`config.mk`:
```
export PLATFORM = sky130hd
export DESIGN_NAME = multicycle_control_unit
export DESIGN_NICKNAME = d
export VERILOG_FILES = /design/src/rtl/mcu_pkg.sv /design/src/rtl/alu_decoder.sv /design/src/rtl/multicycle_control_unit.sv
export SDC_FILE = /design/constraint.sdc
export NUM_CORES = 1
export LEC_CHECK = 0
export CAP_MARGIN = 0
export CORE_AREA = 2 2 80 74
export DETAILED_ROUTE_END_ITERATION = 16
export DIE_AREA = 0 0 82 76
export PLACE_DENSITY = 0.75
export SLEW_MARGIN = 25
export SYNTH_ARGS = -nofsm -noshare
export SYNTH_HDL_FRONTEND = slang
export SYNTH_SLANG_ARGS = --single-unit
```
`constraint.sdc`:
```
create_clock -name clk -period 1.8 [get_ports clk]
set_clock_uncertainty 0.1 [all_clocks]
set_input_delay 0.27 -clock clk [delete_from_list [all_inputs] [get_ports clk]]
set_output_delay 0.27 -clock clk [all_outputs]
set_load 0.05 [all_outputs]
```
`src/rtl/mcu_pkg.sv`:
```
// rtl/mcu_pkg.sv - Shared encodings for the multicycle RV32I control unit
package mcu_pkg;

    typedef enum logic [3:0] {
        S_FETCH    = 4'd0,
        S_DECODE   = 4'd1,
        S_MEMADR   = 4'd2,
        S_MEMREAD  = 4'd3,
        S_MEMWB    = 4'd4,
        S_MEMWRITE = 4'd5,
        S_EXECR    = 4'd6,
        S_EXECI    = 4'd7,
        S_ALUWB    = 4'd8,
        S_JAL      = 4'd9,
        S_BEQ      = 4'd10,
        S_TRAP     = 4'd11
    } state_t;

    localparam logic [6:0] OP_LOAD  = 7'b0000011;
    localparam logic [6:0] OP_STORE = 7'b0100011;
    localparam logic [6:0] OP_RTYPE = 7'b0110011;
    localparam logic [6:0] OP_ITYPE = 7'b0010011;
    localparam logic [6:0] OP_JAL   = 7'b1101111;
    localparam logic [6:0] OP_BEQ   = 7'b1100011;

    localparam logic [1:0] ALUOP_ADD   = 2'b00;
    localparam logic [1:0] ALUOP_SUB   = 2'b01;
    localparam logic [1:0] ALUOP_FUNCT = 2'b10;

    localparam logic [2:0] ALU_ADD = 3'b000;
    localparam logic [2:0] ALU_SUB = 3'b001;
    localparam logic [2:0] ALU_AND = 3'b010;
    localparam logic [2:0] ALU_OR  = 3'b011;
    localparam logic [2:0] ALU_SLT = 3'b101;

    localparam logic [1:0] IMM_I = 2'b00;
    localparam logic [1:0] IMM_S = 2'b01;
    localparam logic [1:0] IMM_B = 2'b10;
    localparam logic [1:0] IMM_J = 2'b11;

    localparam logic [1:0] RES_ALUOUT    = 2'b00;
    localparam logic [1:0] RES_DATA      = 2'b01;
    localparam logic [1:0] RES_ALURESULT = 2'b10;

    localparam logic [1:0] SRCA_PC    = 2'b00;
    localparam logic [1:0] SRCA_OLDPC = 2'b01;
    localparam logic [1:0] SRCA_RS1   = 2'b10;

    localparam logic [1:0] SRCB_RS2  = 2'b00;
    localparam logic [1:0] SRCB_IMM  = 2'b01;
    localparam logic [1:0] SRCB_FOUR = 2'b10;

    // Immediate format follows the opcode alone, independent of FSM state.
    function automatic logic [1:0] imm_src_of(input logic [6:0] op);
        case (op)
            OP_STORE: imm_src_of = IMM_S;
            OP_BEQ:   imm_src_of = IMM_B;
            OP_JAL:   imm_src_of = IMM_J;
            default:  imm_src_of = IMM_I;
        endcase
    endfunction

endpackage

```
`src/rtl/alu_decoder.sv`:
```
// rtl/alu_decoder.sv - ALUOp/funct3/funct7b5/op5 to ALUControl decoder
// Ports: alu_op, funct3, funct7b5, op5 in; alu_control out (combinational).
module alu_decoder
    import mcu_pkg::*;
(
    input  logic [1:0] alu_op,
    input  logic [2:0] funct3,
    input  logic       funct7b5,
    input  logic       op5,
    output logic [2:0] alu_control
);

    always_comb begin
        alu_control = ALU_ADD;
        case (alu_op)
            ALUOP_SUB: alu_control = ALU_SUB;
            ALUOP_FUNCT: begin
                case (funct3)
                    // Only R-type (op5=1) distinguishes sub; addi ignores funct7b5.
                    3'b000:  alu_control = (op5 & funct7b5) ? ALU_SUB : ALU_ADD;
                    3'b010:  alu_control = ALU_SLT;
                    3'b110:  alu_control = ALU_OR;
                    3'b111:  alu_control = ALU_AND;
                    default: alu_control = ALU_ADD;
                endcase
            end
            default: alu_control = ALU_ADD;
        endcase
    end

endmodule

```
`src/rtl/multicycle_control_unit.sv`:
```
// rtl/multicycle_control_unit.sv - Multicycle RV32I control FSM with instret counter
// Ports: clk, rst_n (sync active-low), op/funct3/funct7b5 from IR, zero, mem_ready in;
//        datapath enables/selects, ALUControl, instret, illegal out.
// Option: ILLEGAL_TRAP_EN sends unknown opcodes to a sticky TRAP state.
module multicycle_control_unit
    import mcu_pkg::*;
#(
    parameter bit MEM_WAIT = 1'b1,
    parameter int CNT_W    = 32
) (
    input  logic             clk,
    input  logic             rst_n,
    input  logic [6:0]       op,
    input  logic [2:0]       funct3,
    input  logic             funct7b5,
    input  logic             zero,
    input  logic             mem_ready,
    output logic             PCWrite,
    output logic             AdrSrc,
    output logic             MemWrite,
    output logic             IRWrite,
    output logic             RegWrite,
    output logic [1:0]       ResultSrc,
    output logic [1:0]       ALUSrcA,
    output logic [1:0]       ALUSrcB,
    output logic [1:0]       immSrc,
    output logic [2:0]       ALUControl,
    output logic [CNT_W-1:0] instret,
    output logic             illegal
);

    state_t     state, next;
    logic       ready;
    logic [1:0] alu_op;
    logic       pc_write, mem_write, ir_write, reg_write;

    assign ready = MEM_WAIT ? mem_ready : 1'b1;

    always_ff @(posedge clk) begin
        if (!rst_n) begin
            state   <= S_FETCH;
            instret <= '0;
        end else begin
            state <= next;
            if (state == S_MEMWB || state == S_ALUWB || state == S_BEQ ||
                (state == S_MEMWRITE && ready))
                instret <= instret + CNT_W'(1);
        end
    end

    always_comb begin
        next      = state;
        pc_write  = 1'b0;
        mem_write = 1'b0;
        ir_write  = 1'b0;
        reg_write = 1'b0;
        AdrSrc    = 1'b0;
        ResultSrc = RES_ALUOUT;
        ALUSrcA   = SRCA_PC;
        ALUSrcB   = SRCB_RS2;
        alu_op    = ALUOP_ADD;
        case (state)
            S_FETCH: begin
                ALUSrcB   = SRCB_FOUR;
                ResultSrc = RES_ALURESULT;
                ir_write  = ready;
                pc_write  = ready;
                if (ready) next = S_DECODE;
            end
            S_DECODE: begin
                ALUSrcA = SRCA_OLDPC;
                ALUSrcB = SRCB_IMM;
                case (op)
                    OP_LOAD, OP_STORE: next = S_MEMADR;
                    OP_RTYPE:          next = S_EXECR;
                    OP_ITYPE:          next = S_EXECI;
                    OP_JAL:            next = S_JAL;
                    OP_BEQ:            next = S_BEQ;
`ifdef ILLEGAL_TRAP_EN
                    default:           next = S_TRAP;
`else
                    default:           next = S_FETCH;
`endif
                endcase
            end
            S_MEMADR: begin
                ALUSrcA = SRCA_RS1;
                ALUSrcB = SRCB_IMM;
                // op[5] separates store (0100011) from load (0000011).
                next    = op[5] ? S_MEMWRITE : S_MEMREAD;
            end
            S_MEMREAD: begin
                AdrSrc = 1'b1;
                if (ready) next = S_MEMWB;
            end
            S_MEMWB: begin
                ResultSrc = RES_DATA;
                reg_write = 1'b1;
                next      = S_FETCH;
            end
            S_MEMWRITE: begin
                AdrSrc    = 1'b1;
                mem_write = 1'b1;
                if (ready) next = S_FETCH;
            end
            S_EXECR: begin
                ALUSrcA = SRCA_RS1;
                alu_op  = ALUOP_FUNCT;
                next    = S_ALUWB;
            end
            S_EXECI: begin
                ALUSrcA = SRCA_RS1;
                ALUSrcB = SRCB_IMM;
                alu_op  = ALUOP_FUNCT;
                next    = S_ALUWB;
            end
            S_ALUWB: begin
                reg_write = 1'b1;
                next      = S_FETCH;
            end
            S_JAL: begin
                ALUSrcA  = SRCA_OLDPC;
                ALUSrcB  = SRCB_FOUR;
                pc_write = 1'b1;
                next     = S_ALUWB;
            end
            S_BEQ: begin
                ALUSrcA  = SRCA_RS1;
                alu_op   = ALUOP_SUB;
                pc_write = zero;
                next     = S_FETCH;
            end
            S_TRAP:  next = S_TRAP;
            default: next = S_FETCH;
        endcase
    end

    // Enables are gated by reset so an in-flight write drops in the reset cycle.
    assign PCWrite  = pc_write  & rst_n;
    assign MemWrite = mem_write & rst_n;
    assign IRWrite  = ir_write  & rst_n;
    assign RegWrite = reg_write & rst_n;
    assign immSrc   = imm_src_of(op);

    alu_decoder u_alu_decoder (
        .alu_op      (alu_op),
        .funct3      (funct3),
        .funct7b5    (funct7b5),
        .op5         (op[5]),
        .alu_control (ALUControl)
    );

`ifdef ILLEGAL_TRAP_EN
    logic illegal_q;
    always_ff @(posedge clk) begin
        if (!rst_n)
            illegal_q <= 1'b0;
        else if (next == S_TRAP)
            illegal_q <= 1'b1;
    end
    assign illegal = illegal_q;
`else
    assign illegal = 1'b0;
`endif

endmodule
```
==> results of run 1 <==
## final timing paths
| path | start | to | slack, ns | cells past startpoint |
|---|---|---|---|---|
| max reg2reg | state[3]$_SDFFE_PN0P_ | instret[25]$_SDFFE_PN0P_ | -0.35 | 8 |
| max | state[3]$_SDFFE_PN0P_ | ALUControl[1] | -0.39 | 6 |
| min | instret[27]$_SDFFE_PN0P_ | instret[27]$_SDFFE_PN0P_ | 0.40 | 2 |
| min reg2reg | instret[27]$_SDFFE_PN0P_ | instret[27]$_SDFFE_PN0P_ | 0.40 | 2 |
## power breakdown
group | leakage, nW | total (mW) | internal, mW | switching, mW
Sequential | 0.301 | 0.796 | 0.793 | 0.00348
Clock | 0.0422 | 0.568 | 0.272 | 0.297
Combinational | 1.60 | 0.377 | 0.180 | 0.197
## state kept, by name, indices dropped and copies added, names as in the netlist
register / count
instret: 32
state: 4
## timing repair
item,in CTS,in global routing
pin swaps,34,30
resized for setup,90,50
setup endpoints to repair,36,49
setup buffers,19,28
cloned,3,0
## synthesized netlist by cell type, types with 8 or more instances
master / instances / share of area, %
a21oi_1: 22 / 4.9
nand3_1: 9 / 2.0
nor2_1: 14 / 2.3
nor4_1: 9 / 2.5
or4_1: 13 / 4.3
or3_1: 10 / 2.8
mux2i_1: 9 / 4.0
o31ai_1: 14 / 4.6
dfxtp_1: 36 / 32
nand4_1: 8 / 2.2
o21ai_0: 11 / 2.4
nand2b_1: 15 / 4.1
nand2_1: 23 / 3.8
## logic make-up (layout without fill, tap and decap cells)
logic type	after synthesis	count (layout)	share of synthesized area, %
flip-flops	36	36	31.8
AO/OA/AOI/OAI	61	61	16.9
XOR/XNOR	8	8	3.10
other	1	1	0.166
buffers and inverters	27	187	5.80
AND/OR/NAND/NOR	135	137	36.6
adder cells (fa/ha/maj)	3	3	1.66
multiplexers	9	9	3.98
## final cells by class
| type | count | area, µm² | area share, % |
|---|---|---|---|
| clock inverters | 1 | 5.00 | 0.107 |
| inverters | 8 | 32.5 | 0.693 |
| well taps | 70 | 87.6 | 1.86 |
| clock buffers | 7 | 76.3 | 1.62 |
| flip-flops and latches | 36 | 757 | 16.1 |
| multi-input cells | 219 | 2070 | 44.2 |
| repair buffers | 171 | 1660 | 35.4 |
## worst reg2reg max path: stages, from the launching register on
cell	delay, ns
dfxtp_4	0.40
buf_4	0.15
nor3b_4	0.35
buf_6	0.18
nor3_4	0.05
buf_12	0.15
buf_4	0.16
nor4b_4	0.32
mux2i_1	0.23
## per-layer routing
metal  global-route usage (%)  wire length (µm)
met1                     31.8              4200
met2                     50.7              5680
met3                     6.04               700
met4                     13.3               494
met5                        0                 0
==> results.sh, run 1 <==
export IMPL_final_cell_mix="buf_4 (117), nand2_1 (20), buf_12 (20)"
export IMPL_max_freq_mhz=458
export IMPL_hold_viol=0
export IMPL_cts_sinks=36
export IMPL_drt_iter0_drc=310
export IMPL_maxCapViolCount=0
export IMPL_grt_max_degree=24
export IMPL_grt_pass1_wl_um=14000
export IMPL_layoutNonFillerInstCount=512
export IMPL_violations="negative setup slack"
export IMPL_synth_edf_count=0
export IMPL_fillers=260
export IMPL_antenna_cells=0
export IMPL_synthesis_area_um2=2260
export IMPL_yosysUniqueCellTypes=54
export IMPL_finalMaxSlewViolations=0
export IMPL_hold_path_class="flip-flop to flip-flop"
export IMPL_grt_pass1_vias=2920
export IMPL_rsz0062_at_grt="true"
export IMPL_worst_path_buf_inv=2
export IMPL_finalNetCount=459
export IMPL_clk_pin_slew_ns=0.07
export IMPL_cp_start_kind="flip-flop"
export IMPL_insertion_delay_ns=0.30
export IMPL_crit_chain="buf_6 > nand2_4 > nor3_4 > ha_4 > nor3b_4 > buf_12"
export IMPL_routed_wl_um=11100
export IMPL_critPathCaptureType="output pin"
export IMPL_vias=3159
export IMPL_finalWorstSetupSlack_ns=-0.386
export IMPL_syn_to_final_growth_pct=108
export IMPL_rows=26
export IMPL_ys_seq_elements=36
export IMPL_min_period_ns=2.19
export IMPL_core_um2=5470
export IMPL_die_w_um=82
export IMPL_gp_congestion=0.810
export IMPL_drc=0
export IMPL_stdcell_area_um2=4700
export IMPL_ys_seq_area_share_pct=31.8
export IMPL_grt_antenna_before_repair=0
export IMPL_synth_ff_type="dfxtp_1"
export IMPL_fin_util_pct=85.9
export IMPL_synth_cells=280
export IMPL_critical_path_top_delay_family="simple AND/OR/NAND/NOR gates"
export IMPL_cts_tree="built"
export IMPL_ys_warn_count=0
export IMPL_avgRoutedWirePerCell_um=21.6
export IMPL_cp_data_arrival_time_ns=1.82
export IMPL_dp_slack_ns=-0.488
export IMPL_tns_ns=-9.82
export IMPL_ir_worst_vdd_mv=0.312
export IMPL_layout_drive_gt1_share_pct=63.6
export IMPL_finalSetupViolCount=46
export IMPL_overflow=0
export IMPL_p_leak_nw=1.94
export IMPL_cts_root_buf="clkbuf_8"
export IMPL_synthArstFlopShare_pct=0
export IMPL_place_inst=457
export IMPL_min_period_over_period_pct=121
export IMPL_dr_pass1_iters=6
export IMPL_max_stage_delay_ns=0.40
export IMPL_syn_avg_cell_area_um2=8.08
export IMPL_power_mw=1.74
export IMPL_cts_max_path_buffers=2
export IMPL_cts_max_level=2
export IMPL_grt_total_usage_pct=28.6
export IMPL_dpl_hpwl_um=4730
export IMPL_hold_buffers=0
export IMPL_crit_slowest_cell="dfxtp_4"
export IMPL_dieArea_um2=6230
export IMPL_syn_nets=298
export IMPL_status="finished with violations"
export IMPL_cp_max_fo=4
export IMPL_die_h_um=76
export IMPL_io_pins=64
export IMPL_cts_buffers=5
export IMPL_antenna_left=0
export IMPL_initial_core_util_pct=41.4
export IMPL_place_area_um2=3620
export IMPL_whs_ns=0.397
export IMPL_layout_commonest_cell="buf_4"
export IMPL_cp_required_ns=1.43
export IMPL_vias_per_cell=6.17
export IMPL_io_buffers=62
export IMPL_p_per_area_nw_per_um2=371
export IMPL_critPathKind="flip-flop to output pin"
(Power assumes the default switching activity.)
==> run 2: changes to the inputs <==
--- a/config.mk
+++ b/config.mk
@@ -6,10 +6,10 @@
 export NUM_CORES = 1
 export LEC_CHECK = 0
 export CAP_MARGIN = 0
-export CORE_AREA = 2 2 80 74
+export CORE_AREA = 2 2 88 82
+export CTS_CLUSTER_DIAMETER = 150
 export DETAILED_ROUTE_END_ITERATION = 16
-export DIE_AREA = 0 0 82 76
-export PLACE_DENSITY = 0.75
+export DIE_AREA = 0 0 90 84
 export SLEW_MARGIN = 25
 export SYNTH_ARGS = -nofsm -noshare
 export SYNTH_HDL_FRONTEND = slang
==> results.sh, run 2 (synthesis gave the netlist of run 1 again) <==
export IMPL_stdcell_area_um2=4640
export IMPL_overflow=0
export IMPL_intPower_mw=1.22
export IMPL_power_mw=1.70
export IMPL_finalNetCount=448
export IMPL_min_period_ns=2.01
export IMPL_maxCapViolCount=0
export IMPL_layout_commonest_cell="buf_4"
export IMPL_ir_worst_vdd_mv=0.333
export IMPL_dpl_hpwl_um=4860
export IMPL_max_freq_mhz=497
export IMPL_min_period_over_period_pct=112
export IMPL_power_frac_clock_pct=33.4
export IMPL_largest_reg_flops=32
export IMPL_hold_viol=0
export IMPL_final_cell_mix="buf_4 (102), buf_6 (22), nand2_1 (20)"
export IMPL_vias=2815
export IMPL_top_regs="instret (32), state (4)"
export IMPL_die_w_um=90
export IMPL_rsz0062_at_grt="true"
export IMPL_initial_core_util_pct=33.5
export IMPL_layout_drive_gt1_share_pct=59.9
export IMPL_grt_pass1_wl_um=12600
export IMPL_wl_met3_um=308
export IMPL_p_leak_nw=1.94
export IMPL_place_area_um2=3680
export IMPL_multi_input_area_um2=2040
export IMPL_cts_sinks=36
export IMPL_wl_met1_um=3590
export IMPL_cts_root_buf="clkbuf_8"
export IMPL_cp_max_fo=5
export IMPL_routed_wl_um=8300
export IMPL_regArea_um2=759
export IMPL_fillers=524
export IMPL_p_comb_share_pct=20.0
export IMPL_syn_to_final_growth_pct=105
export IMPL_cts_tree="built"
export IMPL_dieArea_um2=7560
export IMPL_io_buffers=62
export IMPL_grt_max_degree=23
export IMPL_die_h_um=84
export IMPL_largest_register="instret"
export IMPL_cp_required_ns=1.43
export IMPL_finalSetupViolCount=40
export IMPL_swShare_pct=28.1
export IMPL_critPathCaptureType="output pin"
export IMPL_status="finished with violations"
export IMPL_cts_max_path_buffers=2
export IMPL_grt_antenna_before_repair=0
export IMPL_cp_start_kind="flip-flop"
export IMPL_core_um2=6750
export IMPL_cts_max_level=2
export IMPL_critPathKind="flip-flop to output pin"
export IMPL_dr_pass1_iters=4
export IMPL_rows=29
export IMPL_violations="negative setup slack"
export IMPL_antenna_cells=0
export IMPL_p_per_area_nw_per_um2=367
export IMPL_switchingPower_uw=479
export IMPL_hold_path_class="primary input to flip-flop"
export IMPL_io_pins=64
export IMPL_grt_total_usage_pct=19.9
export IMPL_insertion_delay_ns=0.29
export IMPL_drc=0
export IMPL_vias_per_cell=5.37
export IMPL_clk_pin_slew_ns=0.06
export IMPL_grt_pass1_vias=2638
export IMPL_antenna_left=0
export IMPL_met2_length_um=4250
export IMPL_top_layer="met4"
export IMPL_finalWorstSetupSlack_ns=-0.210
export IMPL_drt_iter0_drc=92
export IMPL_avgRoutedWirePerCell_um=15.8
export IMPL_p_seq_share_pct=46.6
export IMPL_cp_data_arrival_time_ns=1.64
export IMPL_gp_congestion=0.823
export IMPL_finalMaxSlewViolations=0
export IMPL_cts_buffers=5
-- run 2: cell count changes in the layout (fill, tap and decap cells not counted), sizes merged --
cell,change
buf,-13
clkbuf,+2
clkdlybuf4s50,-3
clkinv,+1
clkinvlp,+1
dlygate4sd2,+2
dlymetal6s2s,+1
inv,-1
nor3,-1
-- run 2: critical path: stages (launching register included) --
cell and delay [ns]:
dfxtp_4 0.39, buf_6 0.12, nand2_4 0.05, nor3_4 0.17, ha_4 0.24, nor3b_4 0.22
buf_12 0.17
-- run 2: area by class of cell --
class | instances | area share, %
multi-input combinational | 218 | 43.9
timing repair buffer | 161 | 34.8
sequential | 36 | 16.4
tap | 93 | 2.51
clock buffer | 6 | 1.56
inverter | 8 | 0.674
clock inverter | 2 | 0.243
-- run 2: path summary, 6_finish.rpt --
path                                                 end  slack (ns)                      from  cells past startpoint
worst min-delay path               state[0]$_SDFFE_PN0P_        0.35                     rst_n                      4
worst max-delay path                       ALUControl[1]       -0.21     state[3]$_SDFFE_PN0P_                      6
worst min register to register  instret[31]$_SDFFE_PN0P_        0.38  instret[31]$_SDFFE_PN0P_                      2
worst max register to register  instret[22]$_SDFFE_PN0P_       -0.17   instret[0]$_SDFFE_PN0P_                      5
-- run 2: stage by stage --
stage	utilization [%]	TNS, ns	worst slack (ns)	hold slack, ns	std cells
after floorplan	-	-13.81	-0.505	0.326	280
after global placement	54.5	-7.50	-0.465	0.358	484
after detailed placement	54.5	-7.87	-0.473	0.370	484
after CTS	63.0	-3.58	-0.285	0.383	508
after global routing	68.8	-6.44	-0.283	0.372	524
final	68.8	-3.61	-0.210	0.347	524
-- run 2: layer usage --
metal  GRT usage [%]  up-vias
li1                -     1359
met1            24.8     1369
met2            36.0       72
met3            3.88       15
met4            3.92        0
met5               0        -
-- run 2: repair_timing --
action	4_1_cts	5_1_grt
pin swaps	46	29
setup endpoints to repair	44	45
setup buffers	13	16
gates cloned	4	0
resized for setup	77	61
hold buffers	0	0
-- run 2: power groups by stage --
stage	sequential [mW]	clock [mW]	combinational, mW
6_report	0.794	0.568	0.341
5_1_grt	0.794	0.611	0.358
4_1_cts	0.795	0.580	0.313
3_5_place_dp	0.818	0	0.282
3_3_place_gp	0.818	0	0.281
2_1_floorplan	0.816	0	0.138
